<file path="src/rtl/layer_train_sequencer.sv">
// Training-pass sequencer: per sample FETCH/LOAD/FWD/SETTLE/LRN/STEP over N samples x E epochs.
// Define LAYER_SEQ_ERRCNT_EN to add per-epoch miss counting and early stop on a perfect epoch.
module layer_train_sequencer #(
  parameter int AW = 8,
  parameter int EW = 8,
  parameter int SW = 4
) (
  input  logic          clock,
  input  logic          reset,
  input  logic          start,
  input  logic          abort,
  input  logic [AW-1:0] num_samples,
  input  logic [EW-1:0] num_epochs,
  input  logic [SW-1:0] settle_cycles,
`ifdef LAYER_SEQ_ERRCNT_EN
  input  logic          sample_ok,
  output logic [AW-1:0] epoch_errors,
`endif
  output logic          ready,
  output logic          busy,
  output logic          done,
  output logic          sample_rd,
  output logic [AW-1:0] sample_addr,
  output logic          valid,
  output logic          learn,
  output logic [EW-1:0] epoch
);

  typedef enum logic [2:0] {
    IDLE   = 3'd0,
    FETCH  = 3'd1,
    LOAD   = 3'd2,
    FWD    = 3'd3,
    SETTLE = 3'd4,
    LRN    = 3'd5,
    STEP   = 3'd6,
    DONE   = 3'd7
  } state_t;

  localparam logic [AW-1:0] ONE_A = 1;
  localparam logic [EW-1:0] ONE_E = 1;
  localparam logic [SW-1:0] ONE_S = 1;

  state_t        state_q, state_d;
  logic [AW-1:0] addr_q, addr_d;
  logic [EW-1:0] epoch_q, epoch_d;
  logic [AW-1:0] ns_q, ns_d;
  logic [EW-1:0] ne_q, ne_d;
  logic [SW-1:0] st_q, st_d;
  logic [SW-1:0] cnt_q, cnt_d;
  logic          ready_q, busy_q, done_q, rd_q, valid_q, learn_q;
  logic          finish_run;
`ifdef LAYER_SEQ_ERRCNT_EN
  logic [AW-1:0] miss_q, miss_d;
  logic [AW-1:0] errs_q, errs_d;
`endif

  always_comb begin
    state_d    = state_q;
    addr_d     = addr_q;
    epoch_d    = epoch_q;
    ns_d       = ns_q;
    ne_d       = ne_q;
    st_d       = st_q;
    cnt_d      = cnt_q;
    finish_run = 1'b0;
`ifdef LAYER_SEQ_ERRCNT_EN
    miss_d     = miss_q;
    errs_d     = errs_q;
`endif
    // Abort wins everywhere except IDLE; counters freeze where they are.
    if (state_q != IDLE && abort) begin
      state_d = IDLE;
    end else begin
      case (state_q)
        IDLE: begin
          if (start) begin
            ns_d    = num_samples;
            ne_d    = num_epochs;
            st_d    = settle_cycles;
            addr_d  = '0;
            epoch_d = '0;
`ifdef LAYER_SEQ_ERRCNT_EN
            miss_d  = '0;
`endif
            state_d = (num_samples == '0 || num_epochs == '0) ? DONE : FETCH;
          end
        end
        FETCH: state_d = LOAD;
        LOAD:  state_d = FWD;
        FWD: begin
          cnt_d   = st_q;
          state_d = (st_q != '0) ? SETTLE : LRN;
        end
        SETTLE: begin
          if (cnt_q <= ONE_S) state_d = LRN;
          else                cnt_d   = cnt_q - ONE_S;
        end
        LRN: begin
`ifdef LAYER_SEQ_ERRCNT_EN
          if (!sample_ok) miss_d = miss_q + ONE_A;
`endif
          state_d = STEP;
        end
        STEP: begin
          if (addr_q != ns_q - ONE_A) begin
            addr_d  = addr_q + ONE_A;
            state_d = FETCH;
          end else begin
            addr_d     = '0;
            epoch_d    = epoch_q + ONE_E;
            finish_run = (epoch_d == ne_q);
`ifdef LAYER_SEQ_ERRCNT_EN
            errs_d = miss_q;
            miss_d = '0;
            if (miss_q == '0) finish_run = 1'b1;
`endif
            state_d = finish_run ? DONE : FETCH;
          end
        end
        DONE:    state_d = IDLE;
        default: state_d = IDLE;
      endcase
    end
  end

  // Control state and registered strobes, decoded from the next state.
  always_ff @(posedge clock) begin
    if (reset) begin
      state_q <= IDLE;
      addr_q  <= '0;
      epoch_q <= '0;
      ready_q <= 1'b1;
      busy_q  <= 1'b0;
      done_q  <= 1'b0;
      rd_q    <= 1'b0;
      valid_q <= 1'b0;
      learn_q <= 1'b0;
`ifdef LAYER_SEQ_ERRCNT_EN
      miss_q  <= '0;
      errs_q  <= '0;
`endif
    end else begin
      state_q <= state_d;
      addr_q  <= addr_d;
      epoch_q <= epoch_d;
      ready_q <= (state_d == IDLE);
      busy_q  <= (state_d != IDLE);
      done_q  <= (state_d == DONE);
      rd_q    <= (state_d == FETCH);
      valid_q <= (state_d == FWD) || (state_d == LRN);
      learn_q <= (state_d == LRN);
`ifdef LAYER_SEQ_ERRCNT_EN
      miss_q  <= miss_d;
      errs_q  <= errs_d;
`endif
    end
  end

  // Latched operands and settle counter carry no reset; they are always loaded before use.
  always_ff @(posedge clock) begin
    ns_q  <= ns_d;
    ne_q  <= ne_d;
    st_q  <= st_d;
    cnt_q <= cnt_d;
  end

  assign ready       = ready_q;
  assign busy        = busy_q;
  assign done        = done_q;
  assign sample_rd   = rd_q;
  assign valid       = valid_q;
  assign learn       = learn_q;
  assign sample_addr = addr_q;
  assign epoch       = epoch_q;
`ifdef LAYER_SEQ_ERRCNT_EN
  assign epoch_errors = errs_q;
`endif

endmodule

</file>
<file path="config.mk">
export PLATFORM = sky130hd
export DESIGN_NAME = layer_train_sequencer
export DESIGN_NICKNAME = d
export VERILOG_FILES = /design/src/rtl/layer_train_sequencer.sv
export SDC_FILE = /design/constraint.sdc
export NUM_CORES = 1
export LEC_CHECK = 0
export BUFFER_PORTS_ARGS = -buffer_cell sky130_fd_sc_hd__buf_2
export CAP_MARGIN = 20
export CORE_MARGIN = 3
export CORE_UTILIZATION = 40
export DETAILED_ROUTE_END_ITERATION = 10
export PLACE_DENSITY = 0.61
export SETUP_SLACK_MARGIN = 0.05
export SLEW_MARGIN = 25
export SYNTH_ARGS = -nofsm -noshare
export SYNTH_HDL_FRONTEND = slang
export SYNTH_SLANG_ARGS = --single-unit
</file>
<file path="constraint.sdc">
create_clock -name clock -period 2.75 [get_ports clock]
set_clock_uncertainty 0.2 [all_clocks]
set_input_delay 0.275 -clock clock [delete_from_list [all_inputs] [get_ports clock]]
set_output_delay 0.275 -clock clock [all_outputs]
set_load 0.01 [all_outputs]
</file>
==> results by group <==
STA
  • Fmax: 360.6 MHz
  • Slew Limit Fails: 0
  • Relative slew slack: 67.99%
  • Min Clock Period, post-route: 2.773 ns
  • Worst-Margin Slew: 0.4802 ns
  • RSZ-0062 raised after global routing: yes
  • Tcrit/Tclk final: 100.8%
  • Setup ws final: -0.02283 ns
  • Setup Viol. Count Final: 3
  • Final Hold Fails: 0

Floorplan
  • Die area: 0.007426 mm2
  • Die height: ~86 um
  • DIE WIDTH: 86.18 um
  • Core Region: 0.006061 mm2
  • # IOs: 46
  • FP Rows: 28
  • Initial Util: around 42%

Setup path
  • Crit path max fanout: 8
  • Startpoint Class: flop
  • WS Path Type: reg2reg
  • CP arrival: between 2 and 3 ns
  • Critical Path End Type: flop
  • Data required, critical path: 2.78 ns

Cells and area
  • Layout cells sized above 1: 27.54%
  • Commonest cells after routing, fill and taps aside: 45 x buf_2, 26 x nand2_1, 24 x dfxtp_1, 24 x edfxtp_1, 23 x xnor2_1
  • NumNets Final: 373
  • Design Area, Final: 0.003381 mm2
  • Fillers: about 530
  • Area delta synth->final: 31.48%
  • Fin cells: 420
  • ANT cells: 0
  • Most common cell after layout, fill and taps aside: buf_2

Clock tree
  • Longest Clk Path Bufs: 2
  • CTS Sinks: between 40 and 50
  • # H-tree levels: 2
  • Worst-path clk slew: 0.09 ns
  • Worst skew pair latency: around 0.30 ns
  • CTS buffer count: 5
  • TritonCTS clock tree: yes
  • CTS Root Cell: clkbuf_8

Power
  • Total power: 0.001654 W
  • Leakage: 1.284 nW
  • Power Density: around 490 mW/mm2
  • Max VDD drop: 0.2928 mV

Job
  • Max-Cap Viols: 0

GRT
  • Number of global-route vias before repair: 2164
  • Tot GR Track Use: between 15 and 20%
  • Largest net degree at the start of global routing: 23
  • First-pass GRT wire length: 10320 um
  • Total gr overflow: 0
  • Initial antenna violation count: 0

Routing
  • Drt via density: 5.283
  • DRC: 0
  • Drt pass-1 iters: 4
  • 1st-iter DRT viols: 146
  • Routed len/inst: 15.05 um
  • Via count: approximately 2200
  • Antenna viol nets, final: 0
  • Drt total wl: 6321 um

Synthesis
  • Ys Warns: 0
  • Cell variety after synth: between 50 and 60
  • Mapped Nets: 289
  • Syn avg cell area: 9.889 um2
  • Post-synth EDFFs: 24
  • Largest family of logic cells by synthesized area: simple AND/OR/NAND/NOR gates
  • Ys flop type: dfxtp_1
  • Mux cell area share after synthesis: 0.3893%
  • Post-Synthesis Cell Area: 0.002571 mm2
  • Xor/xnor share of the synthesized area: 9.538%
  • Seq/Total Area, Yosys: a little under half
  • Post-Synth Simple-Gate Area: 22.68%
  • Compound-Gate Fraction of Synth Area: 12.94%
  • Yosys reg bits: 49
  • Post-synth ARST share: 0%
  • Mapped Cells: 260
  • Post-synthesis adder-cell area fraction: 2.433%

Place
  • Place WS: -0.06995 ns
  • # port buffers: 45
  • DP Wirelength: between 4000 and 5000 um
  • Post-Place Cells: 383
  • Dpl cell area: 0.002917 mm2
  • Placer Congestion: 0.8374

Outcome
  • Outcome: complete, but fails checks
  • Failing checks: negative setup slack

Worst hold path
  • Worst min path class: in2reg
==> per-layer routing <==
layer / share of wire, % / up-vias / GRT usage [%]
li1: - / 1131 / -
met1: 46 / 1031 / 24.53
met2: 48 / 50 / 27.68
met3: 5.3 / 7 / 3.422
met4: 1.3 / 0 / 5.666
met5: 0 / - / 0
==> power by group <==
part / internal [W] / switching, W
Clock: 0.000300 / 0.000232
Combinational: 0.000129 / 0.000139
Sequential: 0.000820 / 0.0000352
==> final timing paths <==
check / slack (ns) / startpoint / end / cells after the start
worst min-delay path: 0.16 / abort / state_q[1] / 3
worst min register to register: 0.37 / st_q[0] / cnt_q[0] / 2
worst max-delay path: -0.02 / ns_q[0] / epoch[3] / 10
worst max register to register: -0.02 / ns_q[0] / epoch[3] / 10
==> logic make-up (layout without fill, tap and decap cells) <==
kind of cell    count (synthesis)  count (layout)
simple gates                  105             105
compound gates                 51              51
flops                          49              49
xor+xnor                       28              28
buf+inv                        21             106
fa+ha+maj                       5               5
mux                             1               1
==> sequential cells by signal (all words and copies together), names as in the netlist <==
| name | cells |
|---|---|
| st_q | 4 |
| done | 1 |
| ready | 1 |
| epoch | 8 |
| cnt_q | 4 |
| busy | 1 |
| sample_rd | 1 |
| ne_q | 8 |
| valid | 1 |
| state_q | 3 |
| learn | 1 |
| ns_q | 8 |
| sample_addr | 8 |
==> cells in the mapped netlist (5+ instances only) <==
master    instances  area share, %
clkbuf_1          5           0.73
nor2_1            9            1.3
a21oi_1          11            2.1
nand3_1           7            1.4
nor3_1           16            3.1
xnor2_1          23            7.8
nand2_1          26            3.8
o21ai_0           9            1.8
or3_1             7            1.7
o211ai_1          6            1.8
edfxtp_1         24             28
dfxtp_1          25             19
a31oi_1           9            2.2
nor4_1            7            1.7
inv_1            10            1.5
ha_1              5            2.4
xor2_1            5            1.7
==> through the flow <==
step / hold slack (ns) / utilization [%] / TNS, ns
floorplan: 0.1739 / - / 0
global placement: 0.2533 / 48.12 / 0
detailed placement: 0.2540 / 48.12 / -0.5216
CTS: 0.1557 / 54.11 / -0.01484
global route: 0.1960 / 55.78 / -1.057
finish: 0.1615 / 55.78 / -0.03870
==> critical path, cell delays in order, from the launching register on <==
cell,delay (ns)
edfxtp_1,0.43
buf_4,0.16
inv_2,0.06
ha_4,0.20
xnor2_1,0.12
a311oi_1,0.30
nand3_1,0.17
or4_4,0.51
buf_6,0.15
or3_1,0.30
a31oi_1,0.13
==> final cells by class <==
cell class / count / area [um2] / share of cell area (%)
Tap cell: 75 / 93.84 / 2.776
Multi-Input combinational cell: 190 / 1304 / 38.56
Clock inverter: 1 / 30.03 / 0.8882
Sequential cell: 49 / 1222 / 36.16
Clock buffer: 7 / 87.58 / 2.591
Timing Repair Buffer: 88 / 605.6 / 17.91
Inverter: 10 / 37.54 / 1.110
==> repair_timing <==
item	CTS	global route
resized for setup	4	11
hold buffers	20	0
endpoints found under the setup margin	13	19
setup buffers	2	7
pin swaps	5	16
hold endpoints to repair	20	0
Note: power is estimated with default switching activity, not from simulation.
